===== src/rtl/ethernet_frame_tx_if.sv =====
`timescale 1ns/1ps
`default_nettype none
// ============================================================================
//  Module      : ethernet_frame_tx_if
//  Description : Frame request, payload stream and line-side bundle for
//                ethernet_frame_tx.
//  Revision    : 1.0  initial release
// ============================================================================
interface ethernet_frame_tx_if;
    logic        start;
    logic [47:0] dest_mac;
    logic [47:0] src_mac;
    logic [15:0] eth_type;
    logic [7:0]  pl_data;
    logic        pl_valid;
    logic        pl_last;
    logic        pl_ready;
    logic [7:0]  tx_data;
    logic        tx_valid;
    logic        busy;
    logic        done;
    logic        tx_err;

    modport master (
        output start, dest_mac, src_mac, eth_type, pl_data, pl_valid, pl_last,
        input  pl_ready, tx_data, tx_valid, busy, done, tx_err
    );

    modport slave (
        input  start, dest_mac, src_mac, eth_type, pl_data, pl_valid, pl_last,
        output pl_ready, tx_data, tx_valid, busy, done, tx_err
    );
endinterface
`default_nettype wire


===== src/rtl/ethernet_frame_tx.sv =====
`timescale 1ns/1ps
`default_nettype none
// ============================================================================
//  Module      : ethernet_frame_tx
//  Description : Byte-wide Ethernet frame transmitter: preamble, SFD, header,
//                streamed payload, optional zero padding (ETH_TX_PAD_EN),
//                CRC-32 FCS and inter-frame gap.
//  Revision    : 1.0  initial release
// ============================================================================
module ethernet_frame_tx #(
    parameter int IFG_BYTES   = 12,
    parameter int MIN_PAYLOAD = 46
) (
    input  wire                clk,
    input  wire                reset,
    ethernet_frame_tx_if.slave bus
);

    localparam logic [7:0]  c_PREAMBLE_BYTE = 8'h55;
    localparam logic [7:0]  c_SFD_BYTE      = 8'hD5;
    localparam logic [10:0] c_MAX_PAYLOAD   = 11'd1500;
    localparam logic [15:0] c_IFG_LAST      = 16'(IFG_BYTES - 1);
    localparam logic [31:0] c_CRC_INIT      = 32'hFFFF_FFFF;

    typedef enum logic [3:0] {
        IDLE     = 4'd0,
        PREAMBLE = 4'd1,
        SFD      = 4'd2,
        DEST     = 4'd3,
        SRC      = 4'd4,
        TYPE     = 4'd5,
        PAYLOAD  = 4'd6,
        PAD      = 4'd7,
        FCS      = 4'd8,
        IFG      = 4'd9
    } state_t;

    state_t        r_state;
    state_t        w_state_nxt;
    logic [15:0]   r_cnt;
    logic [10:0]   r_pl_cnt;
    logic [31:0]   r_crc;
    logic [111:0]  r_hdr;
    logic          r_done;
    logic          r_err;

    logic [7:0]    w_tx_data;
    logic          w_tx_valid;
    logic          w_abort;
    logic          w_done_set;
    logic          w_crc_en;
    logic          w_pl_inc;
    logic [31:0]   w_fcs;

    function automatic logic [31:0] f_crc_byte(input logic [31:0] crc, input logic [7:0] data);
        logic [31:0] c;
        c = crc ^ {24'd0, data};
        for (int i = 0; i < 8; i++) begin
            c = c[0] ? ((c >> 1) ^ 32'hEDB8_8320) : (c >> 1);
        end
        return c;
    endfunction

    assign w_fcs = ~r_crc;

    always_comb begin
        w_state_nxt = r_state;
        w_tx_data   = 8'h00;
        w_tx_valid  = 1'b0;
        w_abort     = 1'b0;
        w_done_set  = 1'b0;
        w_crc_en    = 1'b0;
        w_pl_inc    = 1'b0;
        case (r_state)
            IDLE: begin
                if (bus.start) w_state_nxt = PREAMBLE;
            end
            PREAMBLE: begin
                w_tx_valid = 1'b1;
                w_tx_data  = c_PREAMBLE_BYTE;
                if (r_cnt == 16'd6) w_state_nxt = SFD;
            end
            SFD: begin
                w_tx_valid  = 1'b1;
                w_tx_data   = c_SFD_BYTE;
                w_state_nxt = DEST;
            end
            DEST, SRC, TYPE: begin
                w_tx_valid = 1'b1;
                w_tx_data  = r_hdr[111:104];
                w_crc_en   = 1'b1;
                if (r_state == DEST && r_cnt == 16'd5) w_state_nxt = SRC;
                if (r_state == SRC  && r_cnt == 16'd5) w_state_nxt = TYPE;
                if (r_state == TYPE && r_cnt == 16'd1) w_state_nxt = PAYLOAD;
            end
            PAYLOAD: begin
                // tx_valid stays up through the underrun cycle; the drop is seen next cycle
                w_tx_valid = 1'b1;
                w_tx_data  = bus.pl_data;
                if (!bus.pl_valid) begin
                    w_abort     = 1'b1;
                    w_state_nxt = IFG;
                end else begin
                    w_crc_en = 1'b1;
                    w_pl_inc = 1'b1;
                    if (bus.pl_last) begin
`ifdef ETH_TX_PAD_EN
                        w_state_nxt = ((r_pl_cnt + 11'd1) < 11'(MIN_PAYLOAD)) ? PAD : FCS;
`else
                        w_state_nxt = FCS;
`endif
                    end else if (r_pl_cnt == c_MAX_PAYLOAD - 11'd1) begin
                        w_abort     = 1'b1;
                        w_state_nxt = IFG;
                    end
                end
            end
`ifdef ETH_TX_PAD_EN
            PAD: begin
                w_tx_valid = 1'b1;
                w_crc_en   = 1'b1;
                w_pl_inc   = 1'b1;
                if (r_pl_cnt >= 11'(MIN_PAYLOAD) - 11'd1) w_state_nxt = FCS;
            end
`endif
            FCS: begin
                w_tx_valid = 1'b1;
                case (r_cnt[1:0])
                    2'd0:    w_tx_data = w_fcs[7:0];
                    2'd1:    w_tx_data = w_fcs[15:8];
                    2'd2:    w_tx_data = w_fcs[23:16];
                    default: w_tx_data = w_fcs[31:24];
                endcase
                if (r_cnt == 16'd3) begin
                    w_done_set  = 1'b1;
                    w_state_nxt = IFG;
                end
            end
            IFG: begin
                if (r_cnt >= c_IFG_LAST) w_state_nxt = IDLE;
            end
            default: w_state_nxt = IDLE;
        endcase
    end

    always_ff @(posedge clk) begin
        if (reset) begin
            r_state  <= IDLE;
            r_cnt    <= 16'd0;
            r_pl_cnt <= 11'd0;
            r_crc    <= c_CRC_INIT;
            r_hdr    <= '0;
            r_done   <= 1'b0;
            r_err    <= 1'b0;
        end else begin
            r_state <= w_state_nxt;
            r_cnt   <= (w_state_nxt != r_state || r_state == IDLE) ? 16'd0 : r_cnt + 16'd1;
            r_done  <= w_done_set;
            r_err   <= w_abort;
            if (r_state == IDLE) begin
                r_pl_cnt <= 11'd0;
                r_crc    <= c_CRC_INIT;
                if (bus.start) r_hdr <= {bus.dest_mac, bus.src_mac, bus.eth_type};
            end else begin
                if (w_crc_en) r_crc <= f_crc_byte(r_crc, w_tx_data);
                if (w_pl_inc) r_pl_cnt <= r_pl_cnt + 11'd1;
                // header goes out MSB first by shifting the latched copy
                if (r_state == DEST || r_state == SRC || r_state == TYPE)
                    r_hdr <= {r_hdr[103:0], 8'h00};
            end
        end
    end

    assign bus.tx_data  = w_tx_data;
    assign bus.tx_valid = w_tx_valid;
    assign bus.pl_ready = (r_state == PAYLOAD);
    assign bus.busy     = (r_state != IDLE);
    assign bus.done     = r_done;
    assign bus.tx_err   = r_err;

endmodule
`default_nettype wire


===== src/flat_wrapper.sv =====
// flat-port wrapper written by rule: the top's interface ports become plain ports
module ethernet_frame_tx_flat 
#(
    parameter int IFG_BYTES   = 12,
    parameter int MIN_PAYLOAD = 46
)
  (clk, reset, bus_start, bus_dest_mac, bus_src_mac, bus_eth_type, bus_pl_data, bus_pl_valid, bus_pl_last, bus_pl_ready, bus_tx_data, bus_tx_valid, bus_busy, bus_done, bus_tx_err);
  ethernet_frame_tx_if bus_i ();
  input  wire clk;
  input  wire reset;
  input wire logic [$bits(bus_i.start)-1:0] bus_start;
  input wire logic [$bits(bus_i.dest_mac)-1:0] bus_dest_mac;
  input wire logic [$bits(bus_i.src_mac)-1:0] bus_src_mac;
  input wire logic [$bits(bus_i.eth_type)-1:0] bus_eth_type;
  input wire logic [$bits(bus_i.pl_data)-1:0] bus_pl_data;
  input wire logic [$bits(bus_i.pl_valid)-1:0] bus_pl_valid;
  input wire logic [$bits(bus_i.pl_last)-1:0] bus_pl_last;
  output wire logic [$bits(bus_i.pl_ready)-1:0] bus_pl_ready;
  output wire logic [$bits(bus_i.tx_data)-1:0] bus_tx_data;
  output wire logic [$bits(bus_i.tx_valid)-1:0] bus_tx_valid;
  output wire logic [$bits(bus_i.busy)-1:0] bus_busy;
  output wire logic [$bits(bus_i.done)-1:0] bus_done;
  output wire logic [$bits(bus_i.tx_err)-1:0] bus_tx_err;
  assign bus_i.start = bus_start;
  assign bus_i.dest_mac = bus_dest_mac;
  assign bus_i.src_mac = bus_src_mac;
  assign bus_i.eth_type = bus_eth_type;
  assign bus_i.pl_data = bus_pl_data;
  assign bus_i.pl_valid = bus_pl_valid;
  assign bus_i.pl_last = bus_pl_last;
  assign bus_pl_ready = bus_i.pl_ready;
  assign bus_tx_data = bus_i.tx_data;
  assign bus_tx_valid = bus_i.tx_valid;
  assign bus_busy = bus_i.busy;
  assign bus_done = bus_i.done;
  assign bus_tx_err = bus_i.tx_err;
  ethernet_frame_tx #(.IFG_BYTES(IFG_BYTES), .MIN_PAYLOAD(MIN_PAYLOAD)) u_core (.clk(clk), .reset(reset), .bus(bus_i));
endmodule

===== config.mk =====
export PLATFORM = sky130hd
export DESIGN_NAME = ethernet_frame_tx_flat
export DESIGN_NICKNAME = d
export VERILOG_FILES = /design/src/rtl/ethernet_frame_tx_if.sv /design/src/rtl/ethernet_frame_tx.sv /design/src/flat_wrapper.sv
export SDC_FILE = /design/constraint.sdc
export NUM_CORES = 1
export LEC_CHECK = 0
export BUFFER_PORTS_ARGS = -buffer_cell sky130_fd_sc_hd__buf_4
export CORE_MARGIN = 1
export CORE_UTILIZATION = 35
export CTS_BUF_LIST = sky130_fd_sc_hd__clkbuf_8
export DETAILED_ROUTE_END_ITERATION = 8
export GPL_ROUTABILITY_DRIVEN = 0
export SYNTH_ARGS = -nofsm -noshare
export SYNTH_HDL_FRONTEND = slang
export SYNTH_SLANG_ARGS = --single-unit
export TNS_END_PERCENT = 1

===== constraint.sdc =====
create_clock -name clk -period 2.9 [get_ports clk]
set_clock_uncertainty 0.15 [all_clocks]
set_input_delay 0.58 -clock clk [delete_from_list [all_inputs] [get_ports clk]]
set_output_delay 0.58 -clock clk [all_outputs]
set_load 0.02 [all_outputs]

==> results of run 1 <==
## synth_stat cells (5+ instances only)
library cell,number
a311oi_1,104
nand3_1,17
xnor2_1,43
a21oi_1,21
buf_2,10
clkbuf_1,69
ha_1,5
nor2_1,161
dfxtp_1,177
o211ai_1,10
nor3b_1,6
nor2b_1,13
a22oi_1,8
nor4_1,5
a2111oi_0,5
or2_2,5
and3_1,6
a31oi_1,5
inv_1,15
xor2_1,39
xnor2_2,9
o21ai_0,22
nand2_1,252
o21ai_1,8
nand2b_1,12
nor3_1,19
## layout make-up
| cell class | count | area share, % |
|---|---|---|
| Tap cell | 324 | 3.49 |
| Clock inverter | 15 | 1.71 |
| Multi-Input combinational cell | 833 | 44.9 |
| Clock buffer | 17 | 2.02 |
| Inverter | 16 | 0.550 |
| Timing Repair Buffer | 239 | 16.7 |
| Sequential cell | 177 | 30.6 |
## cells in the final DEF (no fill, tap or decap), types with 6 or more instances in the layout
| cell type | instances |
|---|---|
| xnor2_2 | 9 |
| nor3b_1 | 6 |
| o21ai_1 | 9 |
| nand2b_1 | 11 |
| nand2_1 | 251 |
| nor2_1 | 160 |
| xor2_1 | 35 |
| clkbuf_8 | 17 |
| nor3_1 | 19 |
| o211ai_1 | 10 |
| nand3_1 | 17 |
| and3_1 | 6 |
| o21ai_0 | 21 |
| buf_12 | 9 |
| buf_4 | 223 |
| inv_1 | 12 |
| nor2b_1 | 12 |
| buf_6 | 7 |
| a311oi_1 | 104 |
| dfxtp_1 | 172 |
| a22oi_1 | 8 |
| xnor2_1 | 39 |
| a21oi_1 | 20 |
## worst reg2reg max path, delay by kind of cell, from the launching register on
kind	cells	cell delay (ns)
XOR/XNOR	4	0.99
AO/OA/AOI/OAI	3	0.70
flip-flops	1	0.42
buffers and inverters	3	0.36
adder cells (fa/ha/maj)	1	0.20
## registers in the layout (all words and copies together), names as in the netlist
| name | count |
|---|---|
| u_core.bus.done | 1 |
| u_core.r_state | 4 |
| u_core.r_pl_cnt | 11 |
| u_core.r_hdr | 112 |
| u_core.r_crc | 32 |
| u_core.r_cnt | 16 |
| u_core.bus.tx_err | 1 |
## what timing repair did
| action | 4_1_cts | 5_1_grt |
|---|---|---|
| setup endpoints to repair | 39 | 42 |
| pin swaps | 0 | 15 |
| setup buffers | 0 | 9 |
| gates resized for setup | 12 | 53 |
## worst min-delay path by stage
stage | startpoint | slack (ns) | to | cells after the start
global route | bus_src_mac[25] | 0.17 | u_core.r_hdr[41] | 3
global placement | u_core.r_hdr[46] | 0.31 | u_core.r_hdr[54] | 2
detailed placement | u_core.r_hdr[12] | 0.32 | u_core.r_hdr[20] | 2
CTS | bus_dest_mac[2] | 0.16 | u_core.r_hdr[66] | 3
finish | bus_eth_type[4] | 0.19 | u_core.r_hdr[4] | 3
floorplan | u_core.r_pl_cnt[1] | 0.30 | u_core.r_pl_cnt[1] | 2
## report_power, final
group,switching (mW),internal (mW),total [mW],leakage (nW)
logic,0.522,0.451,0.973,2.91
clock network,1.15,0.685,1.84,0.214
registers,0.0769,2.57,2.65,1.46
## layer usage
metal  up-vias  track usage, %  part of all wire, %
met1      3859            26.1                   46
met5         -               0                    0
met3        37            4.06                  5.2
met4         0            6.86                  2.3
met2       238            31.2                   47
li1       4216               -                    -
## cell families after synthesis
family                   after synthesis  share of synthesized area (%)
multiplexers                           1                          0.113
buffers and inverters                103                           4.71
AO/OA/AOI/OAI                        213                           19.1
adder cells (fa/ha/maj)                5                          0.707
XOR/XNOR                              91                           9.77
flip-flops                           177                           40.0
AND/OR/NAND/NOR                      523                           25.6
## metrics by stage
| stage | hold slack [ns] | setup TNS, ns | util (%) | worst slack, ns | cell area (um^2) |
|---|---|---|---|---|---|
| 6_report | 0.190 | -0.00972 | 47.3 | -0.00972 | 11600 |
| 5_1_grt | 0.168 | -0.593 | 47.3 | -0.111 | 11600 |
| 4_1_cts | 0.165 | -0.505 | 45.8 | -0.145 | 11200 |
| 3_5_place_dp | 0.317 | -3.39 | 43.9 | -0.201 | 10800 |
| 3_3_place_gp | 0.314 | -2.89 | 43.9 | -0.193 | 10800 |
| 2_1_floorplan | 0.304 | -0.308 | - | -0.0339 | 8870 |
==> results.md, run 1 <==
* Failing checks: setup timing
* Startpoint types: flip-flop
* Max Buffers Root-to-Sink at 2
* CP cell instances: inv_4, ha_4, buf_6, a2111oi_4, o221ai_4, buf_12, xnor2_4, xnor2_2, xor2_1, xnor2_1, a2bb2oi_2
* Number of fill cells in the layout at 2423
* CP required at between 3 and 4 ns
* Top_reg_cell synth: dfxtp_1
* GRT Overall Usage at 19.6%
* Vias per cell at 5.15
* Worst slew pin tran at roughly 0.67 ns
* Total power at approximately 5.5 mW
* Synth Register Bits at 177
* Initial Util at between 30% and 40%
* WP data arrival at roughly 3.1 ns
* First-pass GRT wire length at ~41000 um
* Worst R2R Path Depth at 11
* Final Hold Viols at 0
* Post-Place Cells at about 1600
* P&R area growth vs syn at 31.1%
* Crit-path slowest cell: dfxtp_4
* Nets@finish at ~1400
* Crit-path max FO at 6
* # rows at 57
* Die area at roughly 26000 um^2
* Synth top area share at roughly two fifths
* Setup ws final at -0.00972 ns
* Remaining antenna violation count after routing at 0
* Post-route clock period utilization at 100%
* Pwr/cell area at around 470 nW/um^2
* Initial antenna violation count at 0
* Number of top-level pins at 138
* Register area at ~3600 um^2
* Vias in the first global route at around 8000
* DRC errors left at 0
* Stages on worst setup path at 11
* CP top delay family: XOR/XNOR gates
* Final HPWL DP at 17900 um
* Die Ht at 161 um
* CTS tree: built
* Max-slew violations at 0
* Synth warn at 0
* Hold WC Path Type: in2reg
* Static leakage at about 4.6 nW
* Core ar. at 24500 um^2
* Largest net degree at the start of global routing at 119
* Post-Syn Area at 8850 um^2
* Post-synth EDFFs at 0
* Critical R2R Capture: u_core.r_crc[18]
* Drt pass-1 iters at 5
* CTS root buf: clkbuf_8
* CP endpoint kind: flip-flop
* Relative slew slack at a little under three fifths
* Max-cap violations at 0
* H-Tree Depth at 4
* R2R Setup Slk at -0.01 ns
* Buf/Inv on CP at 3
* Maximum vdd drop at about 0.29 mV
* Synthesized area per cell at around 8 um^2
* N_diodes at 0
* Worst r2r src: u_core.r_cnt[0]
* Unrepaired setup endpoints after global routing: true
* Total CTS buffers at 17
* Syn nets at 1243
* Vias at between 8000 and 9000
* Final setup violation count at 1
* Area leader, netlist: dfxtp_1
* Worst-path clk slew at ~0.11 ns
* Final WL at about 26000 um
* Number of DRC markers in iteration 0 at 664
* CP Capture Point: u_core.r_crc[18]
* Critical path class: reg2reg
* Final std cells w/o fill at ~1600
* Async SR Flop Fraction at 0%
* Wire length per cell at 15.8 um
* Run status: finished with violations
* Post-synthesis sequential area ratio at ~40%
* Clk sink count at ~180
* Later-pin clock latency in the skew report at around 0.48 ns
* Synth Instances at between 1000 and 1500
* Layout cell share with drive strength beyond 1 at between 20% and 30%
* Overflow after GRT at 0
* Die X at 161 um
* Critical path origin: u_core.r_cnt[0]
* PortBufs at approximately 140
* Distinct cells, synth at between 60 and 70
* Max Clock Freq at roughly 340 MHz
* Hold-fix buffers, CTS at 0
* Multi-input logic area at ~5200 um^2
* Critical path's largest stage delay at 0.42 ns
* Post-route minimum period at ~2.9 ns
* Top post-synthesis cells by area: dfxtp_1 (40%), nand2_1 (11%), a311oi_1 (10%)
Power figures use the tool's default switching activity.
==> inputs of run 2 (changes only) <==
--- a/config.mk
+++ b/config.mk
@@ -11,6 +11,7 @@
 export CTS_BUF_LIST = sky130_fd_sc_hd__clkbuf_8
 export DETAILED_ROUTE_END_ITERATION = 8
 export GPL_ROUTABILITY_DRIVEN = 0
+export REMOVE_ABC_BUFFERS = 1
 export SYNTH_ARGS = -nofsm -noshare
 export SYNTH_HDL_FRONTEND = slang
 export SYNTH_SLANG_ARGS = --single-unit
==> results.md, run 2 (synthesized netlist as in run 1, its figures left out) <==
* Number of DRC markers in iteration 0 at 516 (-22%)
* Worst r2r src: u_core.r_cnt[1]
* Wire length per cell at 14.8 um (-6.3%)
* GR Layer Usage met1 at 25.0% (-1.2 points)
* Max-slew violations at 0 (unchanged)
* Multi-input logic area at 5080 um^2 (-2.7%)
* WP data arrival at 2.13 ns (-1.00 ns)
* Vias at 8244 (-1.3%)
* CTS tree: built
* Largest register FFs at 112 (unchanged)
* Number of top-level pins at 138 (unchanged)
* Largest net degree at the start of global routing at 120 (+0.84%)
* Overflow after GRT at 0 (unchanged)
* Vias per cell at 5.07 (-1.6%)
* Top Registers: u_core.r_hdr x112, u_core.r_crc x32, u_core.r_cnt x16
* CP required at 2.17 ns (-0.95 ns)
* Stages on worst setup path at 8 (-3)
* Run status: finished clean
* Nets@finish at 1419 (+0.35%)
* Worst-path clk slew at 0.09 ns (-0.02 ns)
* HP Start: reset
* Static leakage at 4.55 nW (-0.65%)
* Initial antenna violation count at 0 (unchanged)
* Critical path's largest stage delay at 0.40 ns (-0.02 ns)
* N_diodes at 0 (unchanged)
* Post-route minimum period at 2.86 ns (-0.0485 ns)
* Pwr/cell area at 472 nW/um^2 (+0.34%)
* CP cell instances: inv_4, ha_4, buf_6, nand2b_1, o2111ai_2, and2_4, or2_2, buf_4
* Unrepaired setup endpoints after global routing: true
* Critical path class: reg2out
* PortBufs at 137 (unchanged)
* Worst R2R Path Depth at 12 (+1)
* Initial Util at 36.1% (unchanged)
* Vias in the first global route at 7699 (-3.5%)
* Die area at 25900 um^2 (unchanged)
* CP top delay family: simple AND/OR/NAND/NOR gates
* Die X at 161 um (unchanged)
* Final Hold Viols at 0 (unchanged)
* Met3 usage in global routing at 6.86% (+2.8 points)
* GRT met2 Usage at 29.0% (-2.2 points)
* H-Tree Depth at 4 (unchanged)
* Max Clock Freq at 350 MHz (+1.7%)
* Final WL at 24100 um (-6.0%)
* Number of fill cells in the layout at 2465 (+1.7%)
* Remaining antenna violation count after routing at 0 (unchanged)
* # rows at 57 (unchanged)
* Register area at 3560 um^2 (about the same)
* Worst hold margin at 0.180 ns (-0.00949 ns)
* Relative slew slack at 55.0% (-0.52 points)
* Total power at 5.39 mW (-1.2%)
* Crit-path max FO at 5 (-1)
* Finished Core Util at 46.6% (-0.72 points)
* First-pass GRT wire length at 39500 um (-2.6%)
* Commonest non-fill, non-tap cells in the layout: nand2_1 (252), buf_4 (234), dfxtp_1 (172), nor2_1 (160), a311oi_1 (104)
* Die Ht at 161 um (unchanged)
* Startpoint types: flip-flop
* GRT Overall Usage at 18.9% (-0.66 points)
* Post-route clock period utilization at 98.7% (-1.7 points)
* Max-cap violations at 0 (unchanged)
* Buf/Inv on CP at 3 (unchanged)
* Later-pin clock latency in the skew report at 0.48 ns (about the same)
* Hold WC Path Type: in2reg
* Post-DP Area at 10700 um^2 (-0.10%)
* Total CTS buffers at 17 (unchanged)
* Crit-path slowest cell: dfxtp_4
* Core ar. at 24500 um^2 (unchanged)
* Max Buffers Root-to-Sink at 2 (unchanged)
* Maximum vdd drop at 0.224 mV (-22%)
* P&R area growth vs syn at 29.1%
* Layout cell share with drive strength beyond 1 at 25.6% (-0.25 points)
* CP endpoint kind: output port
* Cell depth of the worst hold path at 2 (-1)
* DRC errors left at 0 (unchanged)
* Drt pass-1 iters at 5 (unchanged)
* Clk sink count at 177 (unchanged)
* Most common cell after layout, fill and taps aside: nand2_1
* Final setup violation count at 0 (-1)
* Most flops, register: u_core.r_hdr
* Hold-fix buffers, CTS at 0 (unchanged)
* Most used routing layer: met2
* Fin area at 11400 um^2 (-1.5%)
* Worst slew pin tran at 0.675 ns (+0.00776 ns)
* Final HPWL DP at 17000 um (-5.2%)
* CTS root buf: clkbuf_8
* Critical path origin: u_core.r_cnt[0]
## run 2: layout make-up
cell class / instances / area share (%)
Sequential cell: 177 / 31.1
Multi-Input combinational cell: 833 / 44.4
Tap cell: 324 / 3.55
Timing Repair Buffer: 244 / 16.6
Inverter: 16 / 0.591
Clock inverter: 15 / 1.67
Clock buffer: 17 / 2.05
## run 2: final timing paths
| kind | slack (ns) | end |
|---|---|---|
| worst max-delay path | 0.04 | bus_tx_data[5] |
| worst min-delay path | 0.18 | u_core.r_state[1] |
| worst max register to register | 0.09 | u_core.r_crc[29] |
| worst min register to register | 0.33 | u_core.r_hdr[19] |
## run 2: report_power, final
group / internal (mW) / switching [mW]
clock network: 0.738 / 1.06
registers: 2.57 / 0.0770
logic: 0.445 / 0.499
total: 3.75 / 1.64
## run 2: repair_timing
item | CTS | global route
setup buffers | 0 | 5
cloned | 0 | 0
pin swaps | 3 | 7
resized for setup | 16 | 36
setup endpoints to repair | 46 | 50
## run 2: routing by layer
layer / up-vias / routed length [um]
li1: 4219 / -
met1: 3813 / 11100
met2: 195 / 10800
met3: 17 / 1930
met4: 0 / 313
met5: - / 0
## run 2: stage by stage
step	cells	worst slack [ns]	TNS (ns)
3_5_place_dp	1589	-0.228	-4.32
4_1_cts	1621	-0.133	-0.470
6_report	1626	0.0388	0
3_3_place_gp	1589	-0.182	-3.01
2_1_floorplan	1026	-6.56	-917.58
5_1_grt	1626	-0.0663	-0.421
